===== src/rtl/quad_position_counter.sv =====
// Quadrature encoder front end: synchroniser, glitch filter, Gray-code
// decoder and a loadable up/down position counter with a sticky error flag.
module quad_position_counter #(
  parameter int WIDTH       = 32,
  parameter int SYNC_STAGES = 2,
  parameter int FILTER_LEN  = 4
) (
  input  logic             clk,
  input  logic             reset,
  input  logic             enc_a,
  input  logic             enc_b,
  input  logic             load,
  input  logic [WIDTH-1:0] data,
  input  logic             err_clr,
  output logic [WIDTH-1:0] count,
  output logic             step,
  output logic             up_down,
  output logic             err
);

  localparam int RW = (FILTER_LEN > 1) ? $clog2(FILTER_LEN) : 1;
  localparam int IW = $clog2(SYNC_STAGES + 1);

  typedef enum logic [2:0] {INIT, S00, S01, S11, S10} state_t;

  function automatic state_t state_of(input logic [1:0] v);
    case (v)
      2'b01:   return S01;
      2'b11:   return S11;
      2'b10:   return S10;
      default: return S00;
    endcase
  endfunction

  function automatic logic [1:0] code_of(input state_t st);
    case (st)
      S01:     return 2'b01;
      S11:     return 2'b11;
      S10:     return 2'b10;
      default: return 2'b00;
    endcase
  endfunction

  logic [SYNC_STAGES-1:0] sync_a_q, sync_a_d;
  logic [SYNC_STAGES-1:0] sync_b_q, sync_b_d;
  logic [1:0]             filt_q, filt_d;
  logic [1:0][RW-1:0]     run_q, run_d;
  state_t                 state_q, state_d;
  logic [IW-1:0]          init_cnt_q, init_cnt_d;
  logic [WIDTH-1:0]       count_q, count_d;
  logic                   step_q, step_d;
  logic                   up_down_q, up_down_d;
  logic                   err_q, err_d;

  logic [1:0] s;        // synchronised {a, b}
  logic [1:0] s_next;   // value s takes after this edge
  logic [1:0] cur;      // code of the current decoder state
  logic       illegal;

  assign s      = {sync_a_q[SYNC_STAGES-1], sync_b_q[SYNC_STAGES-1]};
  assign s_next = {sync_a_q[SYNC_STAGES-2], sync_b_q[SYNC_STAGES-2]};
  assign cur    = code_of(state_q);

  // Shift the raw encoder phases through the synchroniser chains.
  always_comb begin
    sync_a_d = {sync_a_q[SYNC_STAGES-2:0], enc_a};
    sync_b_d = {sync_b_q[SYNC_STAGES-2:0], enc_b};
  end

  // Per-bit glitch filter; during INIT f tracks s so the start position is adopted.
  always_comb begin
    filt_d = filt_q;
    run_d  = run_q;
    if (state_q == INIT) begin
      filt_d = s_next;
      run_d  = '0;
    end else begin
      for (int i = 0; i < 2; i++) begin
        if (s[i] == filt_q[i]) begin
          run_d[i] = '0;
        end else if (run_q[i] == RW'(FILTER_LEN - 1)) begin
          filt_d[i] = s[i];
          run_d[i]  = '0;
        end else begin
          run_d[i] = run_q[i] + RW'(1);
        end
      end
    end
  end

  // Gray-code decoder, counter update, load override and sticky error.
  always_comb begin
    state_d    = state_q;
    init_cnt_d = init_cnt_q;
    count_d    = count_q;
    step_d     = 1'b0;
    up_down_d  = up_down_q;
    err_d      = err_q;
    illegal    = 1'b0;
    if (state_q == INIT) begin
      init_cnt_d = init_cnt_q + IW'(1);
      if (init_cnt_q == IW'(SYNC_STAGES - 1)) begin
        state_d    = state_of(s_next);
        init_cnt_d = '0;
      end
    end else if (filt_q != cur) begin
      state_d = state_of(filt_q);
      if (filt_q == {cur[0], ~cur[1]}) begin
        step_d    = 1'b1;
        up_down_d = 1'b1;
        count_d   = count_q + WIDTH'(1);
      end else if (filt_q == {~cur[0], cur[1]}) begin
        step_d    = 1'b1;
        up_down_d = 1'b0;
        count_d   = count_q - WIDTH'(1);
      end else begin
        illegal = 1'b1;
      end
    end
    if (err_clr) err_d = 1'b0;
    if (illegal) err_d = 1'b1;
    if (load)    count_d = data;
  end

  // State registers with asynchronous active-low reset.
  always_ff @(posedge clk or negedge reset) begin
    if (!reset) begin
      sync_a_q   <= '0;
      sync_b_q   <= '0;
      filt_q     <= '0;
      run_q      <= '0;
      state_q    <= INIT;
      init_cnt_q <= '0;
      count_q    <= '0;
      step_q     <= 1'b0;
      up_down_q  <= 1'b0;
      err_q      <= 1'b0;
    end else begin
      sync_a_q   <= sync_a_d;
      sync_b_q   <= sync_b_d;
      filt_q     <= filt_d;
      run_q      <= run_d;
      state_q    <= state_d;
      init_cnt_q <= init_cnt_d;
      count_q    <= count_d;
      step_q     <= step_d;
      up_down_q  <= up_down_d;
      err_q      <= err_d;
    end
  end

  assign count   = count_q;
  assign step    = step_q;
  assign up_down = up_down_q;
  assign err     = err_q;

endmodule

===== config.mk =====
export PLATFORM = sky130hd
export DESIGN_NAME = quad_position_counter
export DESIGN_NICKNAME = d
export VERILOG_FILES = /design/src/rtl/quad_position_counter.sv
export SDC_FILE = /design/constraint.sdc
export NUM_CORES = 1
export LEC_CHECK = 0
export CORE_AREA = 2 2 120 76
export CTS_BUF_LIST = sky130_fd_sc_hd__clkbuf_4
export DETAILED_ROUTE_END_ITERATION = 8
export DIE_AREA = 0 0 122 78
export PLACE_DENSITY_LB_ADDON = 0.25
export SKIP_LAST_GASP = 1
export SLEW_MARGIN = 20
export SYNTH_ARGS = -nofsm -noshare
export SYNTH_HDL_FRONTEND = slang
export SYNTH_SLANG_ARGS = --single-unit

===== constraint.sdc =====
create_clock -name clk -period 12 [get_ports clk]
set_clock_uncertainty 0.05 [all_clocks]
set_input_delay 1.8 -clock clk [delete_from_list [all_inputs] [get_ports clk]]
set_output_delay 1.8 -clock clk [all_outputs]
set_load 0.005 [all_outputs]

[Word level (Yosys, flattened, before mapping)]
Index checks and enable logic that the tools add are counted.
Storage, ports and cells
  output and inout bits: 35
  register bits: 50
  word-level logic and storage cells: 88
Cells by class
  equal/unequal tests: 21
  mux-type cells: 34
  reduce and logical (&&, ||, !) cells: 13
  add/sub/neg operators: 5
  bitwise gates (word level): 3
Operators by type and width (count)
  $mux W32: 5
  $add A32 B1 Y32 const B: 1
  $sub A32 B1 Y32 const B: 1
  $pmux W3 S3: 2
  $mux W1: 16
  $eq A2 B2 Y1 const B: 6
  $mux W2: 6
  $reduce_bool A2 Y1: 6
  $mux W3: 3
  $add A2 B1 Y2 const B: 3
  $eq A2 B1 Y1 const B: 3
  $eq A3 B2 Y1 const B: 2
  $ne A2 B1 Y1 const B: 3
  $pmux W2 S3: 1
  $reduce_and A2 Y1: 3
  $reduce_and A3 Y1: 2
  $eq A2 B2 Y1: 2
  $mux W4: 1
  $eq A3 B3 Y1 const B: 1
  $logic_not A3 Y1: 1
  $not A1 Y1: 3
  $reduce_bool A3 Y1: 1
  $eq A1 B1 Y1: 2
  $ne A2 B2 Y1: 1
  $ne A2 B2 Y1 const B: 1

[Longest topological paths before layout]
  word-level depth: 9
  mapped depth: 16

[Worst setup path after synthesis]
No wires, ideal clock.
  path type: reg-to-reg
  from: register state_q[0]
  to: register count_q[27] (netlist: count[27])
  clock period less this slack: 4.054 ns
  buffers on the path: 2
  slack: 7.946 ns
  arrival: 3.931 ns
  cell stages (with the launch flop): 17
  required time: 11.877 ns
  path through: dfrtp_1 > clkbuf_1 > or2_2 > nand2_1 > o22ai_1 > o21a_1 > inv_1 > ha_1 > buf_2 > a21oi_1 > o21ai_1 > a21oi_1 > o211a_2 > a2111oi_4 > o41ai_1 > mux2_4 > a21oi_2
On the way
  word-level cells in the longest chain between the ends: 8
  elaborated cells on any way between the ends: 18
  those cells by class: eq/ne (7); mux (5); bitwise (2); reduce/logical (4)
Ends and longest elaborated chain
  start, declared: line 48  | state_t state_q, state_d;
  start signal, assigned: line 143  | state_q <= state_d;
  $eq A3 B3 Y1 or $eq A3 B2 Y1 (tied branches): line 36  | case (st)
  $pmux W2 S3: line 36
  $not A1 Y1: line 108  | if (filt_q == {cur[0], ~cur[1]}) begin
  $eq A2 B2 Y1: line 108
  $mux W32: line 108
  $mux W32: line 106  | end else if (filt_q != cur) begin
  $mux W32: line 100  | if (state_q == INIT) begin
  $mux W32: line 122  | if (load) count_d = data;
  end signal, assigned: line 145  | count_q <= count_d;
  end, declared: line 50  | logic [WIDTH-1:0] count_q, count_d;
Several ways; a longest one is shown, not always the timed one. The select of a mux whose other input is x is not followed.
A chain may end at the register's enable or synchronous reset.

[Worst setup path in the final report]
  from: register state_q[0]
  to: register count_q[28] (netlist: count[28])
Same word-level chain as after synthesis.

==> key figures <==
GRT
  • All-Layer GR Usage: 24.2%
  • Initial antenna violation count: 0
  • Grt ovf: 0
  • Global-route wire length before repair: 18,400 um
  • Vias in the first global route: 3,615
  • Largest net degree at the start of global routing: 65

Clock network
  • Clock Tree Root: clkbuf_4
  • Clk_lat worst skew: 0.39 ns
  • CTS tree: yes
  • Clock buffer depth: 2
  • Clock sinks: 50
  • TritonCTS Buffers: 5
  • # hold bufs at CTS: 0
  • CTS H-Tree Depth: 2
  • Post-CTS Repair Setup Buffers: 0
  • Clk pin slew, worst setup/hold paths: 0.15 ns
  • Post-CTS Resized: 0

Layout
  • Layout cells sized above 1: 7.00%
  • Inserted Diodes: 0
  • Area growth syn-to-layout: 19.3%
  • Most common cell after layout, fill and taps aside: clkdlybuf4s50_1
  • Total Nets Final: 634
  • Most frequent cells in the layout: clkdlybuf4s50_1, a21oi_1, dfrtp_1
  • Final core occ: 61.4%

Synth
  • Yosys Warn Count: 0
  • Post-synth EDFFs: 0
  • Synth Instances: 502
  • Synthesized area per cell: 8.50 um2
  • Post-Syn Nets: 580
  • Seq/Total Area, Yosys: 29.3%
  • Distinct cells, synth: 63
  • Synth top area share: 29.3%
  • Ys flop type: dfrtp_1
  • Cell area after synthesis: 4270 um2
  • Yosys reg bits: 50
  • Top area cells in the synthesized netlist: dfrtp_1, ha_1, a21oi_1, mux2_2, nand2_1
  • Ys async rst share: 100%
  • Yosys top cell by area: dfrtp_1

Critical path
  • Crit path required time: 12.26 ns
  • CP max FO: 25
  • Kind of critical path: reg2reg
  • Setup crit start kind: flip-flop
  • Crit. End Element: flip-flop
  • Critical Path AT: 4.71 ns

Timing
  • Endpoints failing setup: 0
  • Max-slew violation count: 0
  • Minimum clock period: 4.44 ns
  • Maximum clock frequency: 225 MHz
  • Final hold vios: 0
  • Least-Margin Pin Slew: 1.00 ns
  • Final Cycle Share: 37.0%
  • RSZ-0062 raised after global routing: no
  • Final worst slack: 7.56 ns
  • Worst rel slew slack: 32.9%
  • Setup_tns: 0 ns

Placement
  • IO buf count: 72
  • Pre-CTS setup slack: 7.71 ns
  • GP Congestion: 0.943
  • Post-DP HPWL: 8270 um

Hold path
  • Hold WC Path Type: reg2reg

Floorplan
  • Starting density of the core: 51.5%
  • Vert. Die Dim: 78 um
  • Die X: 122 um
  • Area of the core: 8300 um2
  • # IOs: 73
  • Num rows: 26
  • Die area: 9520 um2

Status
  • Status: complete, no violations

Detailed routing
  • Antenna violation net count after detailed routing: 0
  • DR pass1 iterations: 5
  • Wire length per cell: 16.6 um
  • DRC viols: 0
  • Via count: 4,039
  • WL final: 11,100 um
  • Vias per cell: 6.04
  • DR iter-0 viols: 308

Flow run
  • Max cap viols: 0
-- kinds of logic (layout without fill, tap and decap cells) --
kind of cell             after synthesis  count (layout)  share of synthesized area (%)
AO/OA/AOI/OAI                        163             163                           24.9
flip-flops                            50              50                           29.3
buffers and inverters                 47             102                           4.37
adder cells (fa/ha/maj)               40              40                           11.9
XOR/XNOR                              26              26                           5.33
AND/OR/NAND/NOR                      154             154                           18.4
multiplexers                          22              22                           5.72
-- metrics by stage --
step	area (um2)	cells	hold WS, ns
final	5090	669	0.409
after CTS	5090	669	0.410
after detailed placement	5040	661	0.386
after global placement	5040	661	0.381
after global routing	5090	669	0.436
after floorplan	4270	502	0.366
-- per-layer routing --
| layer | wire length [um] | vias to the layer above | GRT usage, % |
|---|---|---|---|
| li1 | - | 1963 | - |
| met2 | 4340 | 157 | 32.1 |
| met1 | 5910 | 1903 | 39.4 |
| met3 | 774 | 16 | 5.07 |
| met5 | 0 | - | 0 |
| met4 | 108 | 0 | 4.83 |
-- synthesized netlist by cell type, types with 4 or more instances --
cell type and instances:
nor3b_1 8, nor3_1 12, o211ai_1 7, a211oi_1 6, nand2b_1 6, nand2_1 38, nand3_1 9, clkbuf_1 22
nand4_1 6, a31oi_1 4, a221o_1 4, nor2_1 36, o31ai_1 6, xnor2_1 16, o21a_1 5, and2_1 4
and3_1 7, mux2i_1 6, o21bai_1 5, nor4_1 7, buf_2 8, xor2_1 10, inv_1 17, a21oi_1 58
ha_1 39, nor2b_1 6, a21o_1 12, dfrtp_1 50, mux2_2 15, o21ai_0 28
-- final timing paths --
| check | from | end | slack [ns] | cells past startpoint |
|---|---|---|---|---|
| max | state_q[0] | count[28] | 7.56 | 15 |
| min | run_q[0] | run_q[0] | 0.41 | 1 |
| max reg2reg | state_q[0] | count[28] | 7.56 | 15 |
| min reg2reg | run_q[0] | run_q[0] | 0.41 | 1 |
| max in group asynchronous | reset | count[22] | 10.02 | 2 |
| min in group asynchronous | reset | sync_b_q[0] | 1.44 | 2 |
-- flip-flops by register name, indices dropped and copies added (netlist names) --
name / cells
filt_q: 2
step: 1
up_down: 1
err: 1
sync_b_q: 2
count: 32
state_q: 3
sync_a_q: 2
run_q: 4
init_cnt_q: 2
-- area by class of cell --
cell class / count / area, um2
inverter: 17 / 63.8
clock inverter: 2 / 8.76
sequential: 50 / 1250
timing repair buffer: 77 / 748
tap: 112 / 140
multi-input combinational: 405 / 2840
fill: 750 / 3200
clock buffer: 6 / 45.0
-- worst max-delay path, stage by stage, from the launching register on --
cell,delay (ns)
dfrtp_1,0.54
or2_2,0.38
nand2_1,0.10
o22ai_1,0.08
o21a_1,0.23
inv_1,0.27
buf_4,0.37
ha_1,0.34
nand4_2,0.19
a2111oi_1,0.50
o21a_1,0.20
o2111a_1,0.17
o22ai_1,0.13
o31ai_1,0.46
nor4_1,0.09
nor4_1,0.24
Power is not shown: default switching activity piles up to over one toggle a cycle in this logic, so the estimate is an artifact.
